<file path="src/rtl/atualizador_tiros.sv">
// atualizador_tiros: sweeps 16 shot slots, moves each shot one step, drops edge crossers, inserts a pending shot
// Ports: clk/reset (sync, active-high); iniciar starts a sweep; novo_tiro/tiro_in queue a shot for the next sweep;
// mem_addr/mem_we/mem_data/mem_q drive a registered-address shot memory; ocupado busy; pronto/cheio end-of-sweep
// pulses; qtd_tiros holds the active-shot count of the last completed sweep.
module atualizador_tiros (
    input  logic       clk,
    input  logic       reset,
    input  logic       iniciar,
    input  logic       novo_tiro,
    input  logic [9:0] tiro_in,
    output logic [3:0] mem_addr,
    output logic       mem_we,
    output logic [9:0] mem_data,
    input  logic [9:0] mem_q,
    output logic       ocupado,
    output logic       pronto,
    output logic       cheio,
    output logic [4:0] qtd_tiros
);
    typedef enum logic [2:0] {OCIOSO, ENDERECA, LE, ESCREVE, FIM} estado_t;
    estado_t estado, prox;
    logic [3:0] idx;
    logic       pend;
    logic [9:0] tiro, palavra, movido;
    logic [4:0] cnt;
    logic [3:0] x, y;
    assign x = mem_q[9:6];
    assign y = mem_q[5:2];
    always_ff @(posedge clk)
        if (reset) estado <= OCIOSO;
        else       estado <= prox;
    always_comb begin
        prox     = estado;
        mem_addr = idx;
        mem_we   = estado == ESCREVE;
        mem_data = palavra;
        ocupado  = estado != OCIOSO;
        pronto   = estado == FIM;
        cheio    = estado == FIM && pend;
        case (estado)
            OCIOSO:   prox = iniciar ? ENDERECA : OCIOSO;
            ENDERECA: prox = LE;
            LE:       prox = ESCREVE;
            ESCREVE:  prox = idx == 4'd15 ? FIM : ENDERECA;
            default:  prox = OCIOSO;
        endcase
    end
    // Moves past the grid edge yield 0, which removes the shot.
    always_comb begin
        movido = 10'b0;
        if (mem_q != 10'b0)
            case (mem_q[1:0])
                2'b00:   movido = y == 4'd0  ? 10'b0 : {x, y - 4'd1, 2'b00};
                2'b01:   movido = y == 4'd15 ? 10'b0 : {x, y + 4'd1, 2'b01};
                2'b10:   movido = x == 4'd0  ? 10'b0 : {x - 4'd1, y, 2'b10};
                default: movido = x == 4'd15 ? 10'b0 : {x + 4'd1, y, 2'b11};
            endcase
    end
    always_ff @(posedge clk)
        if (reset) begin
            idx       <= 4'd0;
            pend      <= 1'b0;
            tiro      <= 10'b0;
            palavra   <= 10'b0;
            cnt       <= 5'd0;
            qtd_tiros <= 5'd0;
        end else
            case (estado)
                OCIOSO: begin
                    if (iniciar) begin
                        idx <= 4'd0;
                        cnt <= 5'd0;
                    end
                    if (novo_tiro && tiro_in != 10'b0) begin
                        pend <= 1'b1;
                        tiro <= tiro_in;
                    end
                end
                LE: begin
                    palavra <= pend && movido == 10'b0 ? tiro : movido;
                    if (pend && movido == 10'b0) pend <= 1'b0;
                end
                ESCREVE: begin
                    idx <= idx + 4'd1;
                    cnt <= cnt + {4'd0, palavra != 10'b0};
                end
                FIM: begin
                    pend      <= 1'b0;
                    qtd_tiros <= cnt;
                end
                default: ;
            endcase
endmodule

</file>
<file path="config.mk">
export PLATFORM = sky130hd
export DESIGN_NAME = atualizador_tiros
export DESIGN_NICKNAME = d
export VERILOG_FILES = /design/src/rtl/atualizador_tiros.sv
export SDC_FILE = /design/constraint.sdc
export NUM_CORES = 1
export LEC_CHECK = 0
export CAP_MARGIN = 20
export CELL_PAD_IN_SITES_DETAIL_PLACEMENT = 1
export CELL_PAD_IN_SITES_GLOBAL_PLACEMENT = 2
export CORE_UTILIZATION = 30
export DETAILED_ROUTE_END_ITERATION = 7
export HOLD_SLACK_MARGIN = 0.03
export PLACE_DENSITY_LB_ADDON = 0.15
export SYNTH_ARGS = -nofsm -noshare
export SYNTH_HDL_FRONTEND = slang
export SYNTH_SLANG_ARGS = --single-unit
</file>
<file path="constraint.sdc">
create_clock -name clk -period 3.03 [get_ports clk]
set_input_delay 0.606 -clock clk [delete_from_list [all_inputs] [get_ports clk]]
set_output_delay 0.606 -clock clk [all_outputs]
set_load 0.03 [all_outputs]
</file>
---- After elaboration in Yosys (flattened, before gate mapping) ----
Cells that the tools add are included.
word-level totals
  register bits ........................... 38
  bits of input ports ..................... 24
  output and inout bits ................... 23
  word-level logic and storage cells ...... 59
operators by class
  $add $sub $neg .......................... 6
  equal/unequal tests ..................... 12
  mux-type cells .......................... 17
  reductions and logical operators ........ 17
operators with widths
  kind                 count
  $mux 10              6
  $pmux 10 s3          1
  $reduce_bool 10->1   3
  $add 4x1->4 const B  3
  $eq 4x4->1 const B   3
  $pmux 3 s4           1
  $logic_not 10->1     1
  $pmux 5 s2           1
  $logic_not 4->1      2
  $pmux 4 s2           1
  $sub 4x1->4 const B  2
  $eq 3x2->1 const B   2
  $ne 2x2->1 const B   3
  $reduce_bool 3->1    2
  $add 5x1->5          1
  $mux 5               1
  $mux 4               1
  $reduce_and 2->1     2
  $eq 3x1->1 const B   1
  $eq 3x3->1 const B   1
  $logic_and 1x1->1    3
  $logic_not 3->1      1
  $mux 1               3
  $mux 3               1
  6 further kinds      6

---- Longest topological paths before layout ----
Gate-level depths: netlist of the first run.
  depth after elaboration ................. 8
  mapped depth ............................ 9
  depth with buffers taken out ............ 8

---- Worst setup path after synthesis of the first run ----
No wires, ideal clock.
  kind .................................... input to register
  start point ............................. input port mem_q[6]
  end point ............................... register pend
  library setup time ...................... 0.119 ns
  arrival time ............................ 2.506 ns
  data required time ...................... 2.911 ns
  path slack .............................. 0.405 ns
  stages on the path ...................... 9
  path buffers ............................ 1
  cells stage by stage .................... inv_1 -> ha_1 -> or4b_1 -> buf_2 -> o311ai_0 -> o21ai_1 -> a221oi_4 -> nand3_2 -> o221a_2
on the way
  cells in the longest elaborated chain, start to end .. 8
  elaborated cells on any way between the ends .. 15
  those cells by class .................... add/sub (2); eq/ne (2); mux (6); reduce/logical (5)
ends and longest elaborated chain
  item                                 line    RTL
  from (decl)                          14      input logic [9:0] mem_q,
  $add 4x1->4 (tied with other cells)  56      default: movido = x == 4'd15 ? 10'b0 : {x + 4'd1, y, 2'b11};
  $mux 10, on equally long branches    56, 55
  $pmux 10 s3                          52      case (mem_q[1:0])
  $mux 10 *                            51      if (mem_q != 10'b0)
  $logic_not 10->1 *                   81      if (pend && movido == 10'b0) pend <= 1'b0;
  $logic_and 1x1->1 *                  81
  $ne 2x2->1 (no source line) *        --
  $reduce_and 3->1 (no source line) *  --
  to (signal assigned)                 75      pend <= 1'b1;
  to (signal assigned)                 81
  to (signal assigned)                 88      pend <= 1'b0;
  to (decl)                            23      logic pend;
Every way passes the cells marked *; elsewhere a longest branch is shown, timed or not.
A chain may end at the register's enable or synchronous reset.

---- Final worst setup path of the first run ----
  start point ............................. input port mem_q[2]
  end point ............................... register palavra[6], in the netlist mem_data[6]
on the way
  cells in the longest elaborated chain, start to end .. 7
  elaborated cells on any way between the ends .. 14
  those cells by class .................... add/sub (2); eq/ne (1); mux (7); reduce/logical (4)
ends and longest elaborated chain
  item                                 line    RTL
  $add 4x1->4 (tied with other cells)  54      2'b01: movido = y == 4'd15 ? 10'b0 : {x, y + 4'd1, 2'b01};
  $mux 10, on equally long branches    54, 53
  $pmux 10 s3                          52
  $mux 10 *                            51
  $logic_not 10->1                     80      palavra <= pend && movido == 10'b0 ? tiro : movido;
  $logic_and 1x1->1                    80
  $mux 10 *                            80
  to (signal assigned)                 80
  to (decl)                            24      logic [9:0] tiro, palavra, movido;
Marks and branches as above.

==> metrics.txt, run 1 <==
ys async rst share=0%; highest routed layer=met4; # diodes=0; Critical Path RT=3.22 ns; routed vias/inst=around 5.2; first-pass GRT wire length=about 11000 um; pwr/cell area=403 nW/um^2; TritonCTS Sinks=38; initial core utilization=31.3%; Hold EP=cnt[4]; row count=31; CTS Root Cell=clkbuf_8; Post-Syn Nets=304; clock buffer depth=2; area share of the largest cell type after synthesis=about a third; Synth cell types=52; met2 WL=3090 um; Post-Layout Cell Count=446; Max-Slew Margin vs Limit=61.3%; global route overflow=0; RD Place Congestion=~0.77; worst path bufs/invs=3; final net count=380; endpoints failing setup=0; count leader, synth=nor2_1; syn_area_per_cell=8.45 um^2; Post-Syn Area=2290 um^2; startpoint types=primary input; critical path data arrival time=3.11 ns; largest fanout on the critical path=7; Post-synth EDFFs=0; Lkg Pwr=1.19 nW; # H-tree levels=2; Core Region=7330 um^2; CP peak stage delay=around 0.45 ns; drt pass-1 iters=4; post-placement cell count=around 440; Max Slew Vio Count=0; run status=finished, final reports clean; clk_skew=0.00524 ns; maximum operating frequency=0.342 GHz; Ys Warns=0; RR Startpoint=mem_data[3]; Final Critical Period=2.92 ns; TritonCTS clock tree=done; most common library cells after synthesis=nor2_1, dfxtp_1, mux2i_1, nand2_1; post-route worst setup slack=0.108 ns; RSZ-0062 raised after global routing=false; Total Neg Setup Slack=0 ns; Core Util, Final=between 40% and 50%; Synth area leader=dfxtp_1; final hold violations=0; Clock Latency Late Sink=0.29 ns; Synth Instances=roughly 270; VDD IR-drop max=0.000185 V; post-DP HPWL=between 5000 and 6000 um; CTS Buf Count=5; flop2flop setup slack=approximately 1.2 ns; Die ar.=7990 um^2; Worst Hold Class=flip-flop to flip-flop; antenna violations before repair=0; Ports=47; DR DRC count=0; Area Growth Syn to Fin=37.5%; layout cells sized above 1=18.4%; Post-Route WL=6940 um; number of max-cap violations=0; met3 wire length=272 um; flip-flop and latch count after synthesis=38; Starting DRT DRC Count=74; Worst Hold Depth=1; critical path cell sequence=clkdlybuf4s50_1 > inv_1 > ha_1 > or3b_4 > a22oi_4 > o21ai_1 > a221oi_4 > buf_4 > nand3_2 > o32ai_1; r2r endpoint=cnt[4]; Total GRT Usage=18.5%; DP Worst Slack=-0.247 ns; critical path endpoint category=flip-flop; Clk pin slew, worst setup/hold paths=0.07 ns; Worst-Margin Slew=0.578 ns; IO buf count=46; hold path start=cnt[4]; largest net degree at the start of global routing=21; share of the yosys chip area belonging to registers=roughly a third; WL/cell=between 15 and 20 um; Metal-1 WL=between 3000 and 4000 um; Max stage delay cell, worst path=or3b_4; die width=approximately 90 um; vias in the first global route=2262; Setup CP Type=primary input to flip-flop; Vias=2300; Die Ht=89.4 um; Top FF cell, synth=dfxtp_1; R2R depth=7; period utilization=between 90% and 100%; remaining antenna violation count=0; dominant cells by area after synthesis=dfxtp_1, nor2_1, mux2i_1; Largest delay share family, worst path=compound AO/OA/AOI/OAI gates
[logic make-up after synthesis]
logic type	Yosys count	share of synthesized area, %
multiplexers	16	6.99
AO/OA/AOI/OAI	65	22.5
flip-flops	38	33.2
adder cells (fa/ha/maj)	9	4.92
buffers and inverters	29	7.43
AND/OR/NAND/NOR	112	24.2
XOR/XNOR	2	0.765
[layout make-up]
class | instances | area [um^2]
inverters | 12 | 45.0
repair buffers | 86 | 758
multi-input cells | 204 | 1390
clock buffers | 7 | 76.3
flip-flops and latches | 38 | 761
fillers | 856 | 4180
well taps | 99 | 124
[repair_timing]
action	in CTS	in global routing
setup buffers	0	2
hold buffers	0	0
endpoints found under the setup margin	0	10
gates resized for setup	0	7
[layout by cell type, fill, tap and decap left out, types with 2 or more instances in the layout]
cell type         n
nor2b_1           3
nor3_1            5
or3b_4            2
and2_1            2
clkdlybuf4s50_1  45
mux2i_1          16
nand3_2           2
clkbuf_8          5
buf_4            41
o211ai_1          2
a32oi_1           2
a211oi_1          3
a21oi_1          12
nand3b_1          2
o21ai_1           2
nand2b_1          2
clkbuf_1          2
nand4_1           8
a31oi_1           5
or2_2             2
inv_1            11
nand3_1          11
a311oi_1          6
a22oi_1           5
nand2_1          16
nor2_1           45
dfxtp_1          38
ha_1              9
nor3b_1           2
o32ai_1           3
o21ai_0          11
nor4_1            5
[sequential cells by signal, summed over array words and instances (netlist names)]
signal and count:
cnt 5, estado 3, mem_addr 4, mem_data 10
pend 1, qtd_tiros 5, tiro 10
[through the flow]
stage                     hold slack [ns]  instance area [um^2]  total power [mW]
after floorplan                     0.443                  2290             0.782
after global placement              0.470                  3030             0.936
after detailed placement            0.481                  3030             0.941
after CTS                           0.501                  3110              1.28
after global routing                0.509                  3150              1.34
final                               0.495                  3150              1.27
[metal layers]
metal	track usage [%]	up-vias
met5	0	-
met4	3.46	0
met3	3.88	6
met2	29.6	39
met1	25.8	1108
li1	-	1147
[how the worst max path moves through the flow]
| stage | from | endpoint | slack (ns) | depth (start not counted) |
|---|---|---|---|---|
| 5_1_grt | mem_q[3] | mem_data[7] | 0.007 | 11 |
| 6_report | mem_q[2] | mem_data[6] | 0.11 | 10 |
| 2_1_floorplan | mem_q[6] | pend | 0.40 | 9 |
| 3_5_place_dp | mem_q[2] | mem_data[4] | -0.25 | 9 |
| 3_3_place_gp | mem_q[2] | mem_data[4] | -0.18 | 10 |
| 4_1_cts | mem_q[2] | mem_data[4] | 0.05 | 9 |
[power breakdown]
group          total, mW  switching (mW)  internal (mW)
Sequential         0.560          0.0296          0.531
Combinational      0.375           0.204          0.171
Clock              0.333           0.174          0.158
Total               1.27           0.407          0.860
No activity file was read; power rests on OpenSTA's default activity.
==> run 2, diff against run 1 <==
--- a/config.mk
+++ b/config.mk
@@ -5,7 +5,6 @@
 export SDC_FILE = /design/constraint.sdc
 export NUM_CORES = 1
 export LEC_CHECK = 0
-export CAP_MARGIN = 20
 export CELL_PAD_IN_SITES_DETAIL_PLACEMENT = 1
 export CELL_PAD_IN_SITES_GLOBAL_PLACEMENT = 2
 export CORE_UTILIZATION = 30
==> results of run 2 <==
Final layout, timing and power as in run 1 (identical DEF).
==> run 3, diff against run 2 <==
==> constraint.sdc (replaced) <==
create_clock -name clk -period 3 [get_ports clk]
set_input_delay 0.6 -clock clk [delete_from_list [all_inputs] [get_ports clk]]
set_output_delay 0.6 -clock clk [all_outputs]
set_load 0.03 [all_outputs]
==> metrics.txt, run 3 (synthesis results as in run 1) <==
Critical Path RT=3.20 ns; WL/cell=15.7 um; Pwr Total=1.28 mW; most frequent cells in the layout=nor2_1, clkdlybuf4s50_1, buf_4, dfxtp_1; antenna violations before repair=0; flop2flop setup slack=1.14 ns; routed vias/inst=roughly 5.2; layout cells sized above 1=18.3%; Worst-Margin Slew=around 0.6 ns; Setup CP Type=primary input to flip-flop; run status=finished, final reports clean; final net count=378; RSZ-0062 raised after global routing=false; CTS Hold Bufs=0; critical path endpoint category=flip-flop; largest net degree at the start of global routing=21; Max-Slew Margin vs Limit=between 60 and 70%; RD Place Congestion=0.767; Post-Route WL=6970 um; initial core utilization=31.3%; Worst Hold Depth=2; Hold EP=mem_data[1]; TritonCTS clock tree=done; Max Slew Vio Count=0; pwr/cell area=a little over 400 nW/um^2; r2r endpoint=cnt[4]; post-DP HPWL=5550 um; endpoints failing setup=0; Ports=47; Die Ht=89.4 um; drt pass-1 iters=4; clock buffer depth=2; global route overflow=0; die width=between 80 and 90 um; Total GRT Usage=between 10% and 20%; Lkg Pwr=1.19 nW; hold path start=tiro[1]; Area Growth Syn to Fin=36.8%; number of fill cells=890; period utilization=a little over nine tenths; Starting DRT DRC Count=94; first-pass GRT wire length=11300 um; Clock Latency Late Sink=about 0.29 ns; final hold violations=0; startpoint types=primary input; vias in the first global route=2287; row count=31; TritonCTS Sinks=38; Vias=2310; remaining antenna violation count=0; number of max-cap violations=0; CTS Buf Count=5; RR Startpoint=mem_data[3]; Die ar.=7990 um^2; Final Critical Period=2.82 ns; Worst Hold Class=flip-flop to flip-flop; largest fanout on the critical path=8; clk_skew=0.0110 ns; Core Util, Final=42.8%; # diodes=0; IO buf count=46; Clk pin slew, worst setup/hold paths=0.08 ns; R2R depth=7; critical path data arrival time=3.03 ns; CTS Root Cell=clkbuf_8; # H-tree levels=2; Core Region=7330 um^2; maximum operating frequency=0.354 GHz; DR DRC count=0; VDD IR-drop max=approximately 0.00021 V
==> run 3: cell count changes in the layout (fill, tap and decap cells not counted) <==
cell      before  now
a311oi_1       6    7
or4b_4         1    0
a311oi_2       1    0
buf_4         41   39
a32oi_1        2    1
a32oi_2        0    1
clkinv_2       0    2
clkbuf_1       2    0
or4b_1         0    1
==> run 3: worst max path at each step <==
stage / from / endpoint / slack [ns] / cells after the start
after CTS: mem_q[3] / mem_data[4] / 0.01 / 9
after detailed placement: mem_q[3] / mem_data[4] / -0.29 / 9
after global routing: mem_q[6] / mem_data[7] / 0.03 / 10
final: mem_q[2] / mem_data[4] / 0.18 / 11
after floorplan: mem_q[6] / pend / 0.38 / 9
after global placement: mem_q[2] / mem_data[4] / -0.20 / 9
==> run 3: final cells by class <==
type	count	area, um^2	area share, %
Multi-Input combinational cell	204	1380	44.1
Sequential cell	38	761	24.3
Timing Repair Buffer	84	743	23.7
Tap cell	99	124	3.95
Clock buffer	5	68.8	2.20
Inverter	12	45.0	1.44
Clock inverter	2	10.0	0.319
==> run 3: report_power, final <==
part	total, mW	internal, mW	switching [mW]	leakage (nW)
combinational	0.376	0.170	0.205	0.837
clock	0.339	0.156	0.183	0.0438
sequential	0.567	0.536	0.0308	0.309
total	1.28	0.862	0.419	1.19
==> run 3: per-layer routing <==
| layer | part of all wire, % | global-route usage (%) | wire length [um] | up-vias |
|---|---|---|---|---|
| met5 | 0 | 0 | 0 | - |
| met4 | 0.56 | 3.17 | 39 | 0 |
| li1 | - | - | - | 1145 |
| met2 | 44 | 29.1 | 3050 | 37 |
| met1 | 53 | 27.1 | 3690 | 1123 |
| met3 | 2.8 | 3.14 | 195 | 5 |
==> run 3: repair_timing <==
item | CTS | global route
resized for setup | 0 | 6
setup buffers | 0 | 1
hold endpoints to repair | 0 | 0
setup endpoints to repair | 0 | 10
==> run 3: per-stage QoR <==
| step | cell area [um^2] | worst slack (ns) | setup TNS [ns] | hold slack (ns) | std cells |
|---|---|---|---|---|---|
| after global placement | 3030 | -0.196 | -1.47 | 0.470 | 436 |
| after global routing | 3130 | 0.0295 | 0 | 0.505 | 444 |
| final | 3130 | 0.178 | 0 | 0.486 | 444 |
| after detailed placement | 3030 | -0.286 | -2.37 | 0.478 | 436 |
| after CTS | 3100 | 0.0130 | 0 | 0.490 | 443 |
| after floorplan | 2290 | 0.381 | 0 | 0.443 | 271 |
==> run 3: worst max-delay path: stages <==
cell	delay, ns
clkdlybuf4s50_1	0.47
inv_1	0.06
ha_1	0.21
buf_4	0.14
or2_2	0.30
a32oi_2	0.24
a41oi_2	0.18
a211oi_4	0.23
buf_4	0.19
nand4_1	0.16
a311oi_1	0.24
